[config.mk]
export PLATFORM = sky130hd
export DESIGN_NAME = symmetrical_pwm_multi
export DESIGN_NICKNAME = d
export VERILOG_FILES = /design/src/rtl/symmetrical_pwm_multi_pkg.sv /design/src/rtl/symmetrical_pwm_multi_deadtime.sv /design/src/rtl/symmetrical_pwm_multi.sv
export SDC_FILE = /design/constraint.sdc
export NUM_CORES = 1
export LEC_CHECK = 0
export CAP_MARGIN = 20
export CORE_ASPECT_RATIO = 0.5
export CORE_UTILIZATION = 40
export CTS_BUF_LIST = sky130_fd_sc_hd__clkbuf_8
export DETAILED_ROUTE_END_ITERATION = 7
export PLACE_DENSITY = 0.62
export SLEW_MARGIN = 30
export SYNTH_ARGS = -nofsm -noshare
export SYNTH_HDL_FRONTEND = slang
export SYNTH_SLANG_ARGS = --single-unit
[constraint.sdc]
create_clock -name clk_i -period 4.67 [get_ports clk_i]
set_input_delay 1.1675 -clock clk_i [delete_from_list [all_inputs] [get_ports clk_i]]
set_output_delay 1.1675 -clock clk_i [all_outputs]
set_load 0.01 [all_outputs]
[src/rtl/symmetrical_pwm_multi_pkg.sv]
// Purpose : shared encodings for the multi-channel centre-aligned PWM block.
// Latency : n/a (types and constants only).
// Backpr. : n/a.
package symmetrical_pwm_multi_pkg;

  // Output-enable state machine
  typedef enum logic [1:0] {
    ST_DISABLED = 2'd0,
    ST_ARMED    = 2'd1,
    ST_RUNNING  = 2'd2,
    ST_TRIPPED  = 2'd3
  } en_state_t;

  // Per-channel override codes
  localparam logic [1:0] OVR_NORMAL = 2'b00;  // follow the compare result
  localparam logic [1:0] OVR_HIGH   = 2'b01;  // force high side on
  localparam logic [1:0] OVR_LOW    = 2'b10;  // force low side on
  localparam logic [1:0] OVR_OFF    = 2'b11;  // both sides off, no dead-time

endpackage

[src/rtl/symmetrical_pwm_multi_deadtime.sv]
// Purpose : one complementary output pair with rising-edge dead-time insertion.
// Latency : 1 cycle raw->pwm, plus deadtime_i cycles on each turn-on.
// Backpr. : none; free-running, clear_i/force_off_i switch both sides off next cycle.
// Ports   : clk_i, rst_ni (sync, active low); raw_i desired high-side state;
//           force_off_i / clear_i drop both sides and restart dead-time;
//           deadtime_i turn-on delay in cycles; pwm_o {low_side, high_side}.
module symmetrical_pwm_multi_deadtime #(
  parameter int DT_W = 8
) (
  input  logic            clk_i,
  input  logic            rst_ni,
  input  logic            raw_i,
  input  logic            force_off_i,
  input  logic            clear_i,
  input  logic [DT_W-1:0] deadtime_i,
  output logic [1:0]      pwm_o
);

  logic            raw_q;
  logic [DT_W-1:0] cnt_q;
  logic [DT_W-1:0] cnt_nxt;
  logic            ready;

  // cnt counts cycles raw has been stable; any raw edge restarts it, so a
  // raw pulse shorter than the dead-time never turns its side on.
  always_comb begin
    cnt_nxt = cnt_q;
    if (raw_i != raw_q) begin
      cnt_nxt = '0;
    end else if (cnt_q < deadtime_i) begin
      cnt_nxt = cnt_q + 1'b1;
    end
    ready = (cnt_nxt >= deadtime_i);
  end

  always_ff @(posedge clk_i) begin
    if (!rst_ni) begin
      raw_q <= 1'b0;
      cnt_q <= '0;
      pwm_o <= 2'b00;
    end else if (clear_i || force_off_i) begin
      raw_q <= raw_i;
      cnt_q <= '0;
      pwm_o <= 2'b00;
    end else begin
      raw_q <= raw_i;
      cnt_q <= cnt_nxt;
      // turn-off is immediate because the side leaving follows raw directly
      pwm_o <= {~raw_i & ready, raw_i & ready};
    end
  end

endmodule

[src/rtl/symmetrical_pwm_multi.sv]
// Purpose : N-channel centre-aligned PWM with shadow duty, dead-time, enable FSM, trip.
// Latency : 2 cycles counter->PWM_o (compare reg + output reg) plus dead-time on turn-on.
// Backpr. : none; trip_i forces PWM_o to 0 on the next cycle regardless of state.
// Ports   : clk_i, rst_ni (sync, active low); local_counter_i/current_period_i/
//           sync_phase_i shared triangular timebase; duty_i per-channel compare;
//           deadtime_i shared dead-time; enable_i, trip_i, override_i control;
//           PWM_o {low,high} per channel; enabled_o in RUNNING; load_strobe_o shadow load.
module symmetrical_pwm_multi
  import symmetrical_pwm_multi_pkg::*;
#(
  parameter int CH_NUM        = 4,
  parameter int CNT_W         = 16,
  parameter int DT_W          = 8,
  parameter bit DOUBLE_UPDATE = 1'b0
) (
  input  logic                    clk_i,
  input  logic                    rst_ni,
  input  logic [CNT_W-1:0]        local_counter_i,
  input  logic [CNT_W-1:0]        current_period_i,
  input  logic                    sync_phase_i,
  input  logic [CH_NUM*CNT_W-1:0] duty_i,
  input  logic [DT_W-1:0]         deadtime_i,
  input  logic                    enable_i,
  input  logic                    trip_i,
  input  logic [CH_NUM*2-1:0]     override_i,
  output logic [CH_NUM*2-1:0]     PWM_o,
  output logic                    enabled_o,
  output logic                    load_strobe_o
);

  logic              sync_q;
  logic              period_start;
  logic              peak;
  logic              load;
  logic              dt_clear;
  logic [CNT_W-1:0]  shadow_q [CH_NUM];
  logic [CNT_W-1:0]  act_duty [CH_NUM];
  logic [CH_NUM-1:0] raw_q;
  en_state_t         state_q;
  en_state_t         state_nxt;

  assign period_start = sync_phase_i & ~sync_q;
  assign peak         = ~sync_phase_i & sync_q;
  assign load         = period_start | (DOUBLE_UPDATE & peak);

  // The load cycle already compares against the incoming duty, so every
  // sample of a half-period uses one and the same duty value.
  always_comb begin
    for (int k = 0; k < CH_NUM; k++) begin
      act_duty[k] = load ? duty_i[k*CNT_W +: CNT_W] : shadow_q[k];
    end
  end

  always_ff @(posedge clk_i) begin
    if (!rst_ni) begin
      sync_q        <= 1'b0;
      state_q       <= ST_DISABLED;
      load_strobe_o <= 1'b0;
      raw_q         <= '0;
      for (int k = 0; k < CH_NUM; k++) begin
        shadow_q[k] <= '0;
      end
    end else begin
      sync_q        <= sync_phase_i;
      state_q       <= state_nxt;
      load_strobe_o <= load;
      for (int k = 0; k < CH_NUM; k++) begin
        shadow_q[k] <= act_duty[k];
        // duty above the peak is 100 % even if the counter overshoots
        raw_q[k]    <= (act_duty[k] > current_period_i) ||
                       (local_counter_i < act_duty[k]);
      end
    end
  end

  always_comb begin
    state_nxt = state_q;
    case (state_q)
      ST_DISABLED: begin
        if (trip_i)        state_nxt = ST_TRIPPED;
        else if (enable_i) state_nxt = ST_ARMED;
      end
      ST_ARMED: begin
        if (trip_i)            state_nxt = ST_TRIPPED;
        else if (!enable_i)    state_nxt = ST_DISABLED;
        else if (period_start) state_nxt = ST_RUNNING;
      end
      ST_RUNNING: begin
        if (trip_i)                         state_nxt = ST_TRIPPED;
        else if (period_start && !enable_i) state_nxt = ST_DISABLED;
      end
      ST_TRIPPED: begin
        if (!trip_i && !enable_i) state_nxt = ST_DISABLED;
      end
      default: state_nxt = ST_DISABLED;
    endcase
  end

  assign enabled_o = (state_q == ST_RUNNING);

  // Clearing on the next state lets a trip blank the outputs one cycle
  // after trip_i, without waiting for the state register.
  assign dt_clear = (state_nxt != ST_RUNNING);

  for (genvar k = 0; k < CH_NUM; k++) begin : g_ch
    logic [1:0] ovr;
    logic       raw_eff;

    assign ovr = override_i[2*k +: 2];

    always_comb begin
      raw_eff = raw_q[k];
      if (ovr == OVR_HIGH)     raw_eff = 1'b1;
      else if (ovr == OVR_LOW) raw_eff = 1'b0;
    end

    symmetrical_pwm_multi_deadtime #(
      .DT_W(DT_W)
    ) u_dt (
      .clk_i       (clk_i),
      .rst_ni      (rst_ni),
      .raw_i       (raw_eff),
      .force_off_i (ovr == OVR_OFF),
      .clear_i     (dt_clear),
      .deadtime_i  (deadtime_i),
      .pwm_o       (PWM_o[2*k +: 2])
    );
  end

endmodule
# Yosys cells after proc, flatten, opt, wreduce, memory -nomap -nowiden
# Memories as Yosys holds them, arrays and structs flattened.
# Index checks and enable logic that the tools add are counted.
[word_totals]
mem_bits_rw = 64
output_inout_bits = 10
elab_cells = 128
mem_count = 1
inputBits = 117
reg_bits = 52
[classes]
order_cmp = 16
bitwise_logic = 19
addsub = 4
n_eq_ne = 20
reduce_logical = 17
mux = 35
[mem_list]
columns = ["name", "depth", "word_bits", "rd", "rd_clocked_by_memory_dff", "wr", "line_no", "source"]
rows = [
  ["shadow_q", 4, 16, 4, 0, 4, "symmetrical_pwm_multi.sv:36", "logic [CNT_W-1:0] shadow_q [CH_NUM];"],
]
[op_table]
columns = ["op", "count"]
rows = [
  ["$mux 16", 8],
  ["$gt 16x16->1", 4],
  ["$lt 16x16->1", 4],
  ["$mux 8", 8],
  ["$add 8x1->8 const B", 4],
  ["$ge 8x8->1", 4],
  ["$lt 8x8->1", 4],
  ["$eq 2x2->1 const B", 10],
  ["$mux 2", 8],
  ["$eq 2x1->1 const B", 5],
  ["$mux 1", 10],
  ["$and 1x1->1", 9],
  ["$logic_or 1x1->1", 8],
  ["$pmux 2 s4", 1],
  ["$reduce_or 2->1", 4],
  ["$not 1->1", 6],
  ["$ne 1x1->1", 4],
  ["$or 1x1->1", 4],
  ["$logic_and 1x1->1", 2],
  ["$logic_not 1->1", 2],
  ["$logic_not 2->1", 1],
  ["$ne 2x2->1 const B", 1],
]

# Logic depth before layout (Yosys ltp)
[depth]
word_depth = 9
depth_mapped = 14

# Modules after synthesis
# From an unflattened synthesis, not the netlist that was laid out.
[hier_totals]
cells_unflattened = 1086
area_unflattened_um2 = 9192.6
[modules_own_cells]
columns = ["mod", "n_inst", "seq_area_each_um2", "area_each_um2", "cells_per_inst"]
rows = [
  ["symmetrical_pwm_multi", 1, 1441.4, 5519.0, 630],
  ["symmetrical_pwm_multi_deadtime", 4, 220.2, 918.4, 114],
]

# Worst setup path before layout
# OpenSTA, ideal clock, no wires.
[synth_timing]
path_kind = "in2reg"
startpoint = "input deadtime_i[2]"
endpoint = "register g_ch[3].u_dt.pwm_o[1]"
t_required_ps = 4536
path_stages = 14
arrival_ps = 3784
setup_slack_ps = 752
path_cell_list = "inv_1 -> ha_1 -> a211oi_1 -> o21ai_1 -> a21o_1 -> buf_2 -> or4_1 -> a21oi_1 -> ha_1 -> a211oi_1 -> nand2_1 -> a31oi_1 -> o21a_1 -> nor3_1"
[synth_via]
elab_chain_cells = 5
[synth_lines]
columns = ["item", "line_no", "source"]
rows = [
  ["from (decl)", "symmetrical_pwm_multi.sv:22", "input logic [DT_W-1:0] deadtime_i,"],
  ["$lt 8x8->1", "symmetrical_pwm_multi_deadtime.sv:30", "end else if (cnt_q < deadtime_i) begin"],
  ["$mux 8", "symmetrical_pwm_multi_deadtime.sv:30", ""],
  ["$mux 8", "symmetrical_pwm_multi_deadtime.sv:28", "if (raw_i != raw_q) begin"],
  ["via g_ch[3].u_dt.cnt_nxt[7]", "symmetrical_pwm_multi_deadtime.sv:21", "logic [DT_W-1:0] cnt_nxt;"],
  ["$ge 8x8->1", "symmetrical_pwm_multi_deadtime.sv:33", "ready = (cnt_nxt >= deadtime_i);"],
  ["$and 1x1->1", "symmetrical_pwm_multi_deadtime.sv:49", "pwm_o <= {~raw_i & ready, raw_i & ready};"],
  ["to (signal assigned)", "symmetrical_pwm_multi_deadtime.sv:49", ""],
  ["to (decl)", "symmetrical_pwm_multi_deadtime.sv:16", "output logic [1:0] pwm_o"],
]
# The timed path passes the listed nets, and every way through them passes these cells.
# A chain may end at the register's enable or synchronous reset.

# Worst setup path after layout
# Same ends and word-level chain as after synthesis.

==> reports/metrics.csv <==
metric,value,unit
switchingPower,861,uW
dp_cells,1457,
stdcell_count,1488,
synth.avg_cell_area,8.81,um2
worst_slew_pin_slew,742,ps
period_minus_slack,4140,ps
io_buffers,126,
gp_congestion,0.868,
synth_area,9040,um2
ant_nets,0,
slew_viol_final,0,
grt_pass1_vias,7875,
grt_pass1_wl,40100,um
yosysUniqueCellTypes,57,
ys.flop_type,dfxtp_1,
clockBufferDepth,2,
drc,0,
synth_seq_cells,116,
holdWs,523,ps
cts_max_level,4,
crit_arrival,4500,ps
cts_resized,0,
cts_tree,yes,
cts_made_buffers,17,
pin_count,127,
synthCells,1027,
leakage,0.00520,uW
maxSlewHeadroom,49.2,%
grt_max_degree,35,
start_util,41.3,%
timing.fmax,241,MHz
pre_cts_slack,-33.5,ps
pwr-share-comb,26.0,%
n_antenna_cell,0,
min_path_cells,2,
clock-sinks,116,
crit_path_end_kind,flop,
wl_per_cell,17.0,um
hold_class,flop to flop,
syn-num-nets,1332,
critPathKind,primary input to flop,
fin_area,11200,um2
vias,7977,
start_kind,primary input,
switching_share,31.1,%
dp_hpwl,20200,um
r2r-start,g_ch[3].u_dt.cnt_q[2],
reg2reg_depth,12,
rows,38,
grtUsageTotal,22.3,%
pwr-share-clk,36.0,%
clkSlewWorstSetupHoldPaths,70,ps
rsz0062_at_grt,no,
fin_nets,1481,
drt_wl_total,25300,um
antenna_found_initial,0,
die_area,23300,um2
cap_violations,0,
skew,14.2,ps
finalSetupViolations,0,
dieHeight,108,um
utilization,51.1,%
outcome,"complete, no violations",
finalHoldViolations,0,
gr-total-overflow,0,
setup_ws,527,ps
synth-edff-count,0,
power_density,247,nW/um2
synth.area.top_cells,"ha_1, dfxtp_1, mux2i_1",
clk_latency,490,ps
ys_seq_area_share,25.7,%
ys_warn_count,0,
crit_start,deadtime_i[2],
synth_top_cell_by_area,ha_1,
worstPathRequired,5030,ps
areaGrowthSynthToFinish,23.9,%
synth_top_area_share,26.0,%
hold_buffers,0,
finalCritPeriodShare,88.7,%
p_int,1910,uW
drive_gt1_share,5.89,%
path_max_fanout,8,
pwr-share-seq,38.0,%
die_w,215,um
core-area,21900,um2
cts_setup_buffers,0,
first_iter_violations,454,
peakVddDrop,183,uV
root_buffer,clkbuf_8,
viasPerCell,5.36,
hp-start,g_ch[2].u_dt.cnt_q[7],
async_flop_share,0,%
fillCellCount,2039,
dr.pass1.iters,5,
placed_area,10800,um2
metal layers:
metal	wire [um]	part of all wire (%)	global-route usage (%)
met5	0	0	0
met4	414	1.6	7.55
met3	922	3.6	4.28
met2	12100	48	39.1
met1	11900	47	27.7
cell usage after synthesis, types with 3 or more instances:
cell type / count
clkbuf_1: 9
a221oi_1: 6
inv_1: 94
or3_1: 12
a21o_1: 20
and2_1: 10
nand4_1: 28
nor3_1: 12
nand3_1: 23
buf_2: 9
or4_1: 5
xor2_1: 3
clkbuf_2: 3
o31ai_1: 6
o21ai_1: 3
dfxtp_1: 116
o211ai_1: 9
a21oi_1: 72
nand2b_1: 15
xnor2_1: 15
and2b_1: 4
o21ai_0: 35
o22ai_1: 3
a31oi_1: 8
mux2i_1: 67
a21boi_0: 5
or2_2: 4
a211oi_1: 21
nor3b_1: 5
nor2b_1: 76
a211o_1: 3
o21a_1: 13
nand2_1: 45
nor2_1: 51
ha_1: 188
cells in the final DEF, fill, tap and decap left out, types with 18 or more instances in the layout:
cell	netlist	routed
a211oi_1	21	21
a21o_1	20	20
a21oi_1	72	72
buf_4	0	24
clkbuf_8	0	18
clkdlybuf4s50_1	0	125
dfxtp_1	116	116
ha_1	188	188
inv_1	94	94
mux2i_1	67	67
nand2_1	45	45
nand3_1	23	23
nand4_1	28	28
nor2_1	51	51
nor2b_1	76	76
o21ai_0	35	35
layout make-up:
class                   instances  area [um2]  area share [%]
clock buffers                  18         248            2.21
clock inverters                13         160            1.43
inverters                      94         353            3.15
multi-input cells             796        6290            56.1
flip-flops and latches        116        2320            20.7
well taps                     300         375            3.35
repair buffers                151        1460            13.0
power by group through the flow:
stage / clock network [uW] / registers [uW] / logic [uW]
5_1_grt: 1070 / 1060 / 809
6_report: 997 / 1050 / 722
3_3_place_gp: 0 / 1070 / 687
3_5_place_dp: 0 / 1080 / 716
4_1_cts: 1030 / 1050 / 721
2_1_floorplan: 0 / 1070 / 436
worst paths after layout:
kind / endpoint / slack, ps
max: g_ch[3].u_dt.pwm_o[1] / 530
min: g_ch[2].u_dt.cnt_q[7] / 520
max reg2reg: g_ch[3].u_dt.pwm_o[1] / 1480
min reg2reg: g_ch[2].u_dt.cnt_q[7] / 520
critical path, stage by stage:
cell and delay, ps:
clkdlybuf4s50_1 470, inv_1 140, ha_1 340, a211oi_1 220
o21ai_1 170, a21o_1 280, or4_1 550, a21oi_1 180
ha_1 270, a211oi_1 260, nand2_1 80, a31oi_1 140
o21a_1 160, nor3_1 50
kinds of logic (layout without fill, tap and decap cells):
group / after synthesis / count (layout) / share of synthesized area (%)
XOR/XNOR: 18 / 18 / 1.74
buffers and inverters: 115 / 276 / 4.94
multiplexers: 67 / 67 / 7.42
adder cells (fa/ha/maj): 188 / 188 / 26.0
flip-flops: 116 / 116 / 25.7
AND/OR/NAND/NOR: 304 / 304 / 18.6
AO/OA/AOI/OAI: 219 / 219 / 15.6
metrics by stage:
stage | total power (uW) | setup TNS [ps]
2_1_floorplan | 1500 | 0
3_3_place_gp | 1760 | 0
3_5_place_dp | 1790 | -63.9
4_1_cts | 2800 | 0
5_1_grt | 2940 | 0
6_report | 2770 | 0
registers in the layout, summed over array words and instances, names as in the netlist:
| name | flops |
|---|---|
| sync_q | 1 |
| load_strobe_o | 1 |
| g_ch.u_dt.cnt_q | 32 |
| shadow_q | 64 |
| g_ch.u_dt.raw_q | 4 |
| g_ch.u_dt.pwm_o | 8 |
| raw_q | 4 |
| state_q | 2 |
Note: power is estimated with default switching activity, not from simulation.
